`config.mk`:
```
export PLATFORM = sky130hd
export DESIGN_NAME = exe_issue_ctrl_flat
export DESIGN_NICKNAME = d
export VERILOG_FILES = /design/src/rtl/tartaruga_pkg.sv /design/src/rtl/exe_issue_ctrl_if.sv /design/src/rtl/sat_counter.sv /design/src/rtl/exe_issue_ctrl.sv /design/src/flat_wrapper.sv
export SDC_FILE = /design/constraint.sdc
export NUM_CORES = 1
export LEC_CHECK = 0
export ABC_AREA = 1
export CAP_MARGIN = 20
export CORE_AREA = 4 4 154 156
export DETAILED_ROUTE_END_ITERATION = 10
export DIE_AREA = 0 0 158 160
export DONT_BUFFER_PORTS = 1
export PLACE_DENSITY_LB_ADDON = 0.3
export RECOVER_POWER = 25
export SETUP_SLACK_MARGIN = 0.1
export SLEW_MARGIN = 10
export SYNTH_ARGS = -nofsm -noshare
export SYNTH_HDL_FRONTEND = slang
export SYNTH_SLANG_ARGS = --single-unit
export TNS_END_PERCENT = 100
```
`constraint.sdc`:
```
create_clock -name clk_i -period 3.5 [get_ports clk_i]
set_clock_uncertainty 0.2 [all_clocks]
set_input_delay 0.35 -clock clk_i [delete_from_list [all_inputs] [get_ports clk_i]]
set_output_delay 0.35 -clock clk_i [all_outputs]
set_load 0.01 [all_outputs]
```
`src/rtl/tartaruga_pkg.sv`:
```
// Shared types and constants for the tartaruga core pipeline.
// Holds the issue-stage stall reasons and the per-slot completion record.
package tartaruga_pkg;

    localparam int unsigned MAX_EXE_STAGES = 4;
    localparam int unsigned EXE_NUM_STAGES = MAX_EXE_STAGES;
    localparam int unsigned EXE_REG_ADDR_W = 5;

    typedef enum logic [1:0] {
        NONE   = 2'd0,
        RAW    = 2'd1,
        WAW    = 2'd2,
        STRUCT = 2'd3
    } stall_cause_t;

    typedef struct packed {
        logic                      valid;
        logic                      we;
        logic [EXE_REG_ADDR_W-1:0] rd;
    } exe_slot_t;

endpackage

```
`src/rtl/exe_issue_ctrl_if.sv`:
```
// Decode-to-issue handshake: decode (master) offers an op, the issue
// controller (slave) answers with a combinational grant and stall reason.
interface exe_issue_ctrl_if #(
    parameter int unsigned NUM_STAGES = 4,
    parameter int unsigned REG_ADDR_W = 5
);
    import tartaruga_pkg::*;

    localparam int unsigned LAT_W = $clog2(NUM_STAGES + 1);

    logic                  issue_valid_i;
    logic [LAT_W-1:0]      issue_latency_i;
    logic                  issue_rd_we_i;
    logic [REG_ADDR_W-1:0] issue_rd_i;
    logic                  issue_use_rs1_i;
    logic [REG_ADDR_W-1:0] issue_rs1_i;
    logic                  issue_use_rs2_i;
    logic [REG_ADDR_W-1:0] issue_rs2_i;
    logic                  issue_grant_o;
    stall_cause_t          stall_cause_o;

    modport master (
        output issue_valid_i, issue_latency_i, issue_rd_we_i, issue_rd_i,
               issue_use_rs1_i, issue_rs1_i, issue_use_rs2_i, issue_rs2_i,
        input  issue_grant_o, stall_cause_o
    );

    modport slave (
        input  issue_valid_i, issue_latency_i, issue_rd_we_i, issue_rd_i,
               issue_use_rs1_i, issue_rs1_i, issue_use_rs2_i, issue_rs2_i,
        output issue_grant_o, stall_cause_o
    );

endinterface

```
`src/rtl/sat_counter.sv`:
```
// Saturating up-counter: adds one per cycle while inc_i is high, holds at all-ones.
module sat_counter #(
    parameter int unsigned WIDTH = 32
) (
    input  logic             clk_i,
    input  logic             rstn_i,
    input  logic             inc_i,
    output logic [WIDTH-1:0] count_o
);

    logic [WIDTH-1:0] count_q, count_d;

    always_comb begin
        count_d = count_q;
        if (inc_i && (count_q != '1)) begin
            count_d = count_q + 1'b1;
        end
    end

    always_ff @(posedge clk_i or negedge rstn_i) begin
        if (!rstn_i) begin
            count_q <= '0;
        end else begin
            count_q <= count_d;
        end
    end

    assign count_o = count_q;

endmodule

```
`src/rtl/exe_issue_ctrl.sv`:
```
// Issue scheduler: tracks in-flight ops by completion slot and grants issue only when
// the writeback port is free, no source is pending and no out-of-order WAW would occur.
module exe_issue_ctrl
    import tartaruga_pkg::*;
#(
    parameter int unsigned  NUM_STAGES = EXE_NUM_STAGES,
    parameter int unsigned  REG_ADDR_W = EXE_REG_ADDR_W,
    parameter int unsigned  CNT_W      = 32,
    localparam int unsigned LAT_W      = $clog2(NUM_STAGES + 1)
) (
    input  logic                  clk_i,
    input  logic                  rstn_i,
    exe_issue_ctrl_if.slave       issue_if,
    input  logic                  flush_i,
    output logic                  wb_valid_o,
    output logic                  wb_rd_we_o,
    output logic [REG_ADDR_W-1:0] wb_rd_o,
    output logic [LAT_W-1:0]      occupancy_o,
    output logic [CNT_W-1:0]      raw_stall_cnt_o,
    output logic [CNT_W-1:0]      waw_stall_cnt_o,
    output logic [CNT_W-1:0]      struct_stall_cnt_o
);

    if (REG_ADDR_W != EXE_REG_ADDR_W) begin : g_bad_rd_width
        $error("exe_issue_ctrl: REG_ADDR_W must match EXE_REG_ADDR_W");
    end

    exe_slot_t [NUM_STAGES-1:0] slot_q, slot_d;
    logic [LAT_W-1:0]           occ_q, occ_d;

    int unsigned  lat;
    logic         lat_legal;
    logic         raw_hz, waw_hz, struct_hz;
    stall_cause_t cause;
    logic         grant;

    // Hazard detection; slot 0 still counts for RAW since there is no bypass.
    always_comb begin
        lat       = 32'(issue_if.issue_latency_i);
        lat_legal = (lat != 0) && (lat <= NUM_STAGES);
        raw_hz    = 1'b0;
        waw_hz    = 1'b0;
        struct_hz = 1'b0;
        for (int unsigned i = 0; i < NUM_STAGES; i++) begin
            if (slot_q[i].valid && slot_q[i].we && (slot_q[i].rd != '0)) begin
                if ((issue_if.issue_use_rs1_i && (issue_if.issue_rs1_i == slot_q[i].rd)) ||
                    (issue_if.issue_use_rs2_i && (issue_if.issue_rs2_i == slot_q[i].rd))) begin
                    raw_hz = 1'b1;
                end
                if (issue_if.issue_rd_we_i && (i >= lat) &&
                    (issue_if.issue_rd_i == slot_q[i].rd)) begin
                    waw_hz = 1'b1;
                end
            end
            // Slot L shifts into L-1 on the same edge the new op would land there.
            if ((i == lat) && slot_q[i].valid) begin
                struct_hz = 1'b1;
            end
        end

        cause = NONE;
        if (issue_if.issue_valid_i && !flush_i) begin
            if (!lat_legal) begin
                cause = STRUCT;
            end else if (raw_hz) begin
                cause = RAW;
            end else if (waw_hz) begin
                cause = WAW;
            end else if (struct_hz) begin
                cause = STRUCT;
            end
        end
        grant = issue_if.issue_valid_i && !flush_i && (cause == NONE);
    end

    always_comb begin
        slot_d[NUM_STAGES-1] = '0;
        for (int unsigned i = 0; i + 1 < NUM_STAGES; i++) begin
            slot_d[i] = slot_q[i+1];
        end
        if (grant) begin
            for (int unsigned i = 0; i < NUM_STAGES; i++) begin
                if (i + 1 == lat) begin
                    slot_d[i] = '{valid: 1'b1,
                                  we:    issue_if.issue_rd_we_i,
                                  rd:    issue_if.issue_rd_i};
                end
            end
        end
        occ_d = '0;
        for (int unsigned i = 0; i < NUM_STAGES; i++) begin
            occ_d = occ_d + LAT_W'(slot_d[i].valid);
        end
    end

    always_ff @(posedge clk_i or negedge rstn_i) begin
        if (!rstn_i) begin
            slot_q <= '0;
            occ_q  <= '0;
        end else begin
            slot_q <= slot_d;
            occ_q  <= occ_d;
        end
    end

    assign issue_if.issue_grant_o = grant;
    assign issue_if.stall_cause_o = cause;
    assign wb_valid_o             = slot_q[0].valid;
    assign wb_rd_we_o             = slot_q[0].we;
    assign wb_rd_o                = slot_q[0].rd;
    assign occupancy_o            = occ_q;

    sat_counter #(.WIDTH(CNT_W)) u_raw_cnt (
        .clk_i   (clk_i),
        .rstn_i  (rstn_i),
        .inc_i   (cause == RAW),
        .count_o (raw_stall_cnt_o)
    );

    sat_counter #(.WIDTH(CNT_W)) u_waw_cnt (
        .clk_i   (clk_i),
        .rstn_i  (rstn_i),
        .inc_i   (cause == WAW),
        .count_o (waw_stall_cnt_o)
    );

    sat_counter #(.WIDTH(CNT_W)) u_struct_cnt (
        .clk_i   (clk_i),
        .rstn_i  (rstn_i),
        .inc_i   (cause == STRUCT),
        .count_o (struct_stall_cnt_o)
    );

    illegal_latency_a: assert property (@(posedge clk_i) disable iff (!rstn_i)
        (issue_if.issue_valid_i && !flush_i) |-> lat_legal)
        else $error("exe_issue_ctrl: illegal issue latency %0d", issue_if.issue_latency_i);

endmodule

```
`src/flat_wrapper.sv`:
```
// flat-port wrapper written by rule: the top's interface ports become plain ports
module exe_issue_ctrl_flat import tartaruga_pkg::*;
#(
    parameter int unsigned  NUM_STAGES = EXE_NUM_STAGES,
    parameter int unsigned  REG_ADDR_W = EXE_REG_ADDR_W,
    parameter int unsigned  CNT_W      = 32,
    localparam int unsigned LAT_W      = $clog2(NUM_STAGES + 1)
)
  (clk_i, rstn_i, flush_i, wb_valid_o, wb_rd_we_o, wb_rd_o, occupancy_o, raw_stall_cnt_o, waw_stall_cnt_o, struct_stall_cnt_o, issue_if_issue_valid_i, issue_if_issue_latency_i, issue_if_issue_rd_we_i, issue_if_issue_rd_i, issue_if_issue_use_rs1_i, issue_if_issue_rs1_i, issue_if_issue_use_rs2_i, issue_if_issue_rs2_i, issue_if_issue_grant_o, issue_if_stall_cause_o);
  exe_issue_ctrl_if #(.NUM_STAGES(NUM_STAGES), .REG_ADDR_W(REG_ADDR_W)) issue_if_i ();
  input  logic clk_i;
  input  logic rstn_i;
  input  logic flush_i;
  output logic wb_valid_o;
  output logic wb_rd_we_o;
  output logic [REG_ADDR_W-1:0] wb_rd_o;
  output logic [LAT_W-1:0] occupancy_o;
  output logic [CNT_W-1:0] raw_stall_cnt_o;
  output logic [CNT_W-1:0] waw_stall_cnt_o;
  output logic [CNT_W-1:0] struct_stall_cnt_o;
  input wire logic [$bits(issue_if_i.issue_valid_i)-1:0] issue_if_issue_valid_i;
  input wire logic [$bits(issue_if_i.issue_latency_i)-1:0] issue_if_issue_latency_i;
  input wire logic [$bits(issue_if_i.issue_rd_we_i)-1:0] issue_if_issue_rd_we_i;
  input wire logic [$bits(issue_if_i.issue_rd_i)-1:0] issue_if_issue_rd_i;
  input wire logic [$bits(issue_if_i.issue_use_rs1_i)-1:0] issue_if_issue_use_rs1_i;
  input wire logic [$bits(issue_if_i.issue_rs1_i)-1:0] issue_if_issue_rs1_i;
  input wire logic [$bits(issue_if_i.issue_use_rs2_i)-1:0] issue_if_issue_use_rs2_i;
  input wire logic [$bits(issue_if_i.issue_rs2_i)-1:0] issue_if_issue_rs2_i;
  output wire logic [$bits(issue_if_i.issue_grant_o)-1:0] issue_if_issue_grant_o;
  output wire logic [$bits(issue_if_i.stall_cause_o)-1:0] issue_if_stall_cause_o;
  assign issue_if_i.issue_valid_i = issue_if_issue_valid_i;
  assign issue_if_i.issue_latency_i = issue_if_issue_latency_i;
  assign issue_if_i.issue_rd_we_i = issue_if_issue_rd_we_i;
  assign issue_if_i.issue_rd_i = issue_if_issue_rd_i;
  assign issue_if_i.issue_use_rs1_i = issue_if_issue_use_rs1_i;
  assign issue_if_i.issue_rs1_i = issue_if_issue_rs1_i;
  assign issue_if_i.issue_use_rs2_i = issue_if_issue_use_rs2_i;
  assign issue_if_i.issue_rs2_i = issue_if_issue_rs2_i;
  assign issue_if_issue_grant_o = issue_if_i.issue_grant_o;
  assign issue_if_stall_cause_o = issue_if_i.stall_cause_o;
  exe_issue_ctrl #(.NUM_STAGES(NUM_STAGES), .REG_ADDR_W(REG_ADDR_W), .CNT_W(CNT_W)) u_core (.clk_i(clk_i), .rstn_i(rstn_i), .issue_if(issue_if_i), .flush_i(flush_i), .wb_valid_o(wb_valid_o), .wb_rd_we_o(wb_rd_we_o), .wb_rd_o(wb_rd_o), .occupancy_o(occupancy_o), .raw_stall_cnt_o(raw_stall_cnt_o), .waw_stall_cnt_o(waw_stall_cnt_o), .struct_stall_cnt_o(struct_stall_cnt_o));
endmodule
```
==> summary by stage <==
Outcome
The flow ran to the end, but the final reports show violations. The checks that failed: negative hold slack.

Clocking
The number of clock sinks seen by CTS is roughly 130. The CTS tree is done. Clock latency on the worst-skew pair, taken at its later pin, is between 0.4 and 0.5 ns.

The count of buffers added by post-CTS timing repair for setup is 0. The tree is rooted in a clkbuf_16. The maximum level of the CTS H-tree is 4.

For this design, the CTS-stage hold fixing added 6 buffers. Counting the buffers created by CTS gives 17. The longest clock path from root to sink contains 2 buffers. Clock-pin slew was measured on the worst setup and hold paths at roughly 0.060 ns.

Timing
The final hold slack is -0.584 ns. At the pin with the least slew margin, the transition time is 0.859 ns. For the finished layout, the period the worst path requires is 3.12 ns. The total of endpoints with negative setup slack in the final report is 0. The hold violation count in the final report is between 100 and 150. Setup repair after global routing left no endpoint under its margin. The number of pins exceeding their max-slew limit in the final report is 0. The share of the clock period used by the worst path after layout is 0.891.

Derived from the worst setup path, the maximum achievable clock frequency is about 320 MHz. The headroom to the max-slew limit is 0.426. The setup TNS is 0 ns.

Floorplan
The core outline area is between 20,000 and 25,000 um2. The floorplan has 55 rows. The floorplan step defined a die boundary enclosing between 20,000 and 30,000 um2.

Measured along the y axis, the die boundary spans 160 um. The initial cell density of the core is 0.395. The number of ports placed on the die boundary is 134. The die is between 150 and 200 um wide.

Logic synthesis
Summing every instance area after synthesis gives about 9000 um2. In this run, synthesis inferred 0 flip-flops with an integrated enable. dfrtp_1 takes more of the synthesized area than any other cell.

Synthesis produced a netlist with a net count of 1,357. The synthesized instance count is ~1,300. In the synthesized netlist, the cells that appear most often are 521 x nand2_1, 133 x nor2_1, 127 x dfrtp_1. The area fraction of the dominant cell type after synthesis is 0.359.

Yosys mapped the design onto 33 distinct sky130hd cell types. By area the synthesized netlist is led by dfrtp_1 36%, nand2_1 22%, xor2_1 6.7%, nor2_1 5.6%, inv_1 4.2%. The most frequent cell after synthesis is nand2_1.

For this run, asynchronously set or reset flops after synthesis account for 1.00. For this run, the leading register cell type out of synthesis is dfrtp_1. The share of the Yosys chip area taken by registers is 0.359.

The average cell area after synthesis is ~6.7 um2. The number of synthesis warnings is 0. The number of register bits inferred by synthesis is between 100 and 150.

Route
After the first detailed-routing iteration, the DRC count stood at 729. The first TritonRoute pass finished after 5 iterations. The routed layout has 8,369 vias. Using the TritonRoute via totals, the vias-per-cell ratio works out to roughly 5.2. Wires add up to 26.7 mm. For this run, design rule violations remaining after detail routing come to 0.

After detailed routing, the average wire length per cell comes to 16.5 um. In this run the remaining antenna-violating nets after routing total 0.

Layout
The final net count is roughly 1,400. Compared with the post-synthesis result, the final layout area differs by 9.80%. The sequential standard cell area is about 3200 um2. The fraction of layout instances using a drive strength above 1 is 0.0614. The filler-free cell count of the finished design is ~1,600. After filler insertion, the fill cell instance count of the layout stands at ~2,300. The repair_antennas step left the layout with diodes totalling 0. In the final layout, the multi-input gates occupy 4960 um2. For this run, the share of the core covered by cells in the final layout is 0.434.

Power
The power density over cell area is approximately 380 nW/um2. The worst IR drop on VDD is 0.000278 V. For this design the static power due to leakage is approximately 4.8 nW.

Place
Port buffering added 0 buffers. The HPWL after detailed placement is 19.6 mm. The congestion estimate from routability-driven global placement came to 0.906. The instance count after placement with tap cells included is ~1,600.

GRT
In the global route stage, overall resource usage came out at 0.213. The via count of the first global-routing pass came to 7,957. The maximum number of pins on one net before global-route repair is approximately 130.

The number of antenna violations at the first check in global routing was 0. The global-route wire length before repair is ~44 mm. The total global routing overflow is 0.

Setup path
The end of the worst register-to-register path is u_core.occupancy_o[1]. STA classifies the critical path startpoint as an input pin. The worst setup path endpoint is u_core.occupancy_o[1].

For the worst setup path, the data required time is roughly 3.6 ns. The most prevalent standard cell on the critical path is nand2_1. The type of the worst setup path is in -> reg.

In this run the critical register-to-register path is launched from u_core.wb_rd_o[4]. The highest fanout seen on the critical path is 7. The depth of the worst register-to-register path is 19. For this run, the slowest stage of the critical path takes approximately 0.6 ns.

The critical path goes through dlygate4sd3_1 -> inv_2 -> a21oi_1 -> nand2_1 -> nor2_1 -> nand2_1 -> nand2_1 -> nor2_1 -> nand2_1 -> nand2_2 -> nand2_4 -> nor2_4 -> inv_1 -> o21bai_1 -> ha_1 -> inv_1 -> fa_1 -> inv_1 -> ha_1. The critical path launch point is issue_if_issue_rd_i[3]. The worst path arrival time is about 3.2 ns. In this run the register-to-register setup slack is between 0.4 and 0.5 ns. STA classifies the critical path endpoint as a flop.

The slowest cell on the critical path is dlygate4sd3_1.

Hold path
The worst hold path class is in -> async.

Job
Max-cap violations in this run came to 0.
-- cell families (layout without fill, tap and decap cells) --
group,after synthesis,count (layout),share of synthesized area
AND/OR/NAND/NOR,853,853,0.409
buffers and inverters,163,172,0.0795
flip-flops,127,127,0.359
XOR/XNOR,99,99,0.0980
AO/OA/AOI/OAI,78,78,0.0451
adder cells (fa/ha/maj),6,6,0.00934
-- flip-flops by register name, summed over array words and instances (netlist names) --
| signal | flops |
|---|---|
| u_core.slot_q | 21 |
| u_core.wb_rd_we_o | 1 |
| u_core.occupancy_o | 3 |
| u_core.u_waw_cnt.count_o | 32 |
| u_core.u_struct_cnt.count_o | 32 |
| u_core.wb_rd_o | 5 |
| u_core.u_raw_cnt.count_o | 32 |
| u_core.wb_valid_o | 1 |
-- per-layer routing --
layer,vias to the layer above,part of all wire,track usage
li1,4217,-,-
met1,3876,0.47,0.299
met2,242,0.45,0.328
met3,34,0.067,0.0501
met4,0,0.018,0.0613
met5,-,0,0
-- how the worst min path moves through the flow --
| stage | end | slack [ns] | cells past startpoint |
|---|---|---|---|
| finish | u_core.u_raw_cnt.count_o[0] | -0.58 | 0 |
| global route | u_core.u_raw_cnt.count_o[0] | -0.60 | 0 |
| CTS | u_core.u_raw_cnt.count_o[1] | -0.60 | 0 |
| detailed placement | u_core.u_raw_cnt.count_o[1] | -0.14 | 0 |
| global placement | u_core.u_raw_cnt.count_o[0] | -0.14 | 0 |
| floorplan | u_core.occupancy_o[0] | -0.15 | 0 |
-- cell type report --
type                       count  share of cell area
tap                          285              0.0367
sequential                   127               0.327
inverter                     119              0.0460
clock inverter                 9              0.0112
clock buffer                  22              0.0488
multi-input combinational   1036               0.511
timing repair buffer          22              0.0189
-- critical path: cells and delay by family --
family / cells / cell delay [ns]
buf+inv: 5 / 0.98
fa+ha+maj: 3 / 0.89
simple gates: 9 / 0.71
compound gates: 2 / 0.28
-- per-stage QoR --
step	power (mW)	setup WS, ns	hold WS [ns]	cell area, um2
floorplan	1.86	0.730	-0.146	8840
global placement	1.94	0.388	-0.143	9060
detailed placement	1.94	0.332	-0.142	9060
CTS	3.75	0.315	-0.597	9710
global route	3.88	0.155	-0.603	9710
finish	3.71	0.382	-0.584	9710
-- what timing repair did --
item | CTS | global route
setup endpoints to repair | 0 | 1
gates resized for setup | 0 | 1
endpoints found under the hold margin | 138 | 127
-- power breakdown --
part / switching (mW) / total [mW] / internal, mW
Sequential: 0.119 / 1.64 / 1.52
Clock: 0.689 / 1.79 / 1.10
Combinational: 0.181 / 0.287 / 0.107
-- layout by cell type (no fill, tap or decap), types with 4 or more instances in the layout --
master / netlist / final
o21ai_1: 8 / 8
nand2_1: 521 / 521
xnor2_1: 31 / 31
nor3_1: 41 / 41
clkbuf_16: 0 / 17
buf_4: 9 / 15
nor2_1: 133 / 133
xor2_1: 68 / 68
inv_1: 99 / 99
nor2_2: 4 / 4
a21oi_1: 4 / 4
nand3_1: 69 / 69
o21ai_0: 63 / 63
dlygate4sd3_1: 0 / 6
nor4_1: 25 / 25
nand4_1: 45 / 45
ha_1: 5 / 5
inv_2: 20 / 20
dfrtp_1: 127 / 127
No activity file was read; power rests on OpenSTA's default activity.
==> edit (config.mk and constraints unchanged) <==
Reset style: synchronous (`rstn_i`), changed in 2 clocked blocks.
--- a/src/rtl/sat_counter.sv
+++ b/src/rtl/sat_counter.sv
@@ -19,3 +19,3 @@
 
-    always_ff @(posedge clk_i or negedge rstn_i) begin
+    always_ff @(posedge clk_i) begin
         if (!rstn_i) begin
--- a/src/rtl/exe_issue_ctrl.sv
+++ b/src/rtl/exe_issue_ctrl.sv
@@ -95,3 +95,3 @@
 
-    always_ff @(posedge clk_i or negedge rstn_i) begin
+    always_ff @(posedge clk_i) begin
         if (!rstn_i) begin
Function: differs if rstn_i is asserted again (counterexample within 4 cycles, from zero or initial values and one cycle with rstn_i low); with rstn_i held inactive, the same outputs for 4 cycles.
==> edit against the unedited design <==
- sequential cell count unchanged
- setup slack worse by 0.075 ns
- global-route usage fell by 0.33 points
- final area is 3.5% lower
- via count up 6.0%
- count of clock-buffer cells in the layout shrank 1
- routed wire length grew 0.70%
- synthesized area is 4.5% lower
- total power up 1.1%
- die area unchanged
- utilization is 1.5 points lower
==> edit: results <==
routing:
  vias: 8869
  route.detailed.vias_per_inst: 5.34
  detailedRoute.firstIterationViolations: 774
  routedWlPerCell_um: 16.2
  wl_met1_mm: 11.4
  routed-wl-met3_mm: 2.36
placement:
  postPlaceCellArea_um2: 8580
  final_weighted_congestion_of_routability_driven_global_placement: 0.949
power:
  total_leakage_power_nw: 3.65
  vdd_drop_max_v: 0.000311
  power.share.clock: 0.562
  total_switching_power_w: 0.000805
  power_frac_seq: 0.387
  cellPowerDensity_nw_per_um2: 401
grt:
  use_met2: 0.335
  via_count_of_the_first_global_routing_pass: 8130
  grt_pass1_wl_mm: 42.9
  global_route.usage.met3: 0.0691
worst_setup_path:
  cp_data_arrival_time_ns: 3.30
  r2r_end: "u_core.occupancy_o[1]$_SDFF_PN0_"
  critical-path-max-stage-delay_ns: 0.58
synthesis:
  syn_avg_cell_area_um2: 6.13
  postSynthNetCount: 1409
  yosys-top-cells-count: "nand2_1 (426), nor2_1 (192), dfxtp_1 (127)"
  synth_area_leaders: "dfxtp_1 (30%), nand2_1 (19%), nor2_1 (8.5%)"
  synth_async_sr_flop_share: 0
worst_hold_path:
  hold_path.class: "input port to flip-flop"
clock_network:
  cts_hold_repair_buffers: 7
sta:
  tightestPinTransition_ns: 0.809
final_layout:
  n_fill_cell: 2390
  post_route_cells_drive_above_1_share: 0.0726
run_status:
  outcome: "completed"
## edit: cell count changes in the layout (fill, tap and decap cells not counted), sizes merged, moves of 18 or more
| cell | change |
|---|---|
| nand2 | -89 |
| xor2 | -35 |
| nor2 | +64 |
| o21ai | -18 |
| a21oi | +105 |
| dfrtp | -127 |
| nand3 | +21 |
| dfxtp | +127 |
## edit: final cells by class
type                       count  area [um2]  area share
timing repair buffer          21         181      0.0194
sequential                   127        2540       0.271
tap                          285         357      0.0380
clock buffer                  21         460      0.0491
multi-input combinational   1073        5130       0.547
clock inverter                11         234      0.0250
inverter                     124         468      0.0499
## edit: cells by family after synthesis
| logic type | Yosys count | share of synthesized area |
|---|---|---|
| xor+xnor | 58 | 0.0602 |
| compound gates | 165 | 0.0982 |
| simple gates | 844 | 0.439 |
| buf+inv | 178 | 0.0916 |
| flops | 127 | 0.301 |
| fa+ha+maj | 6 | 0.00978 |
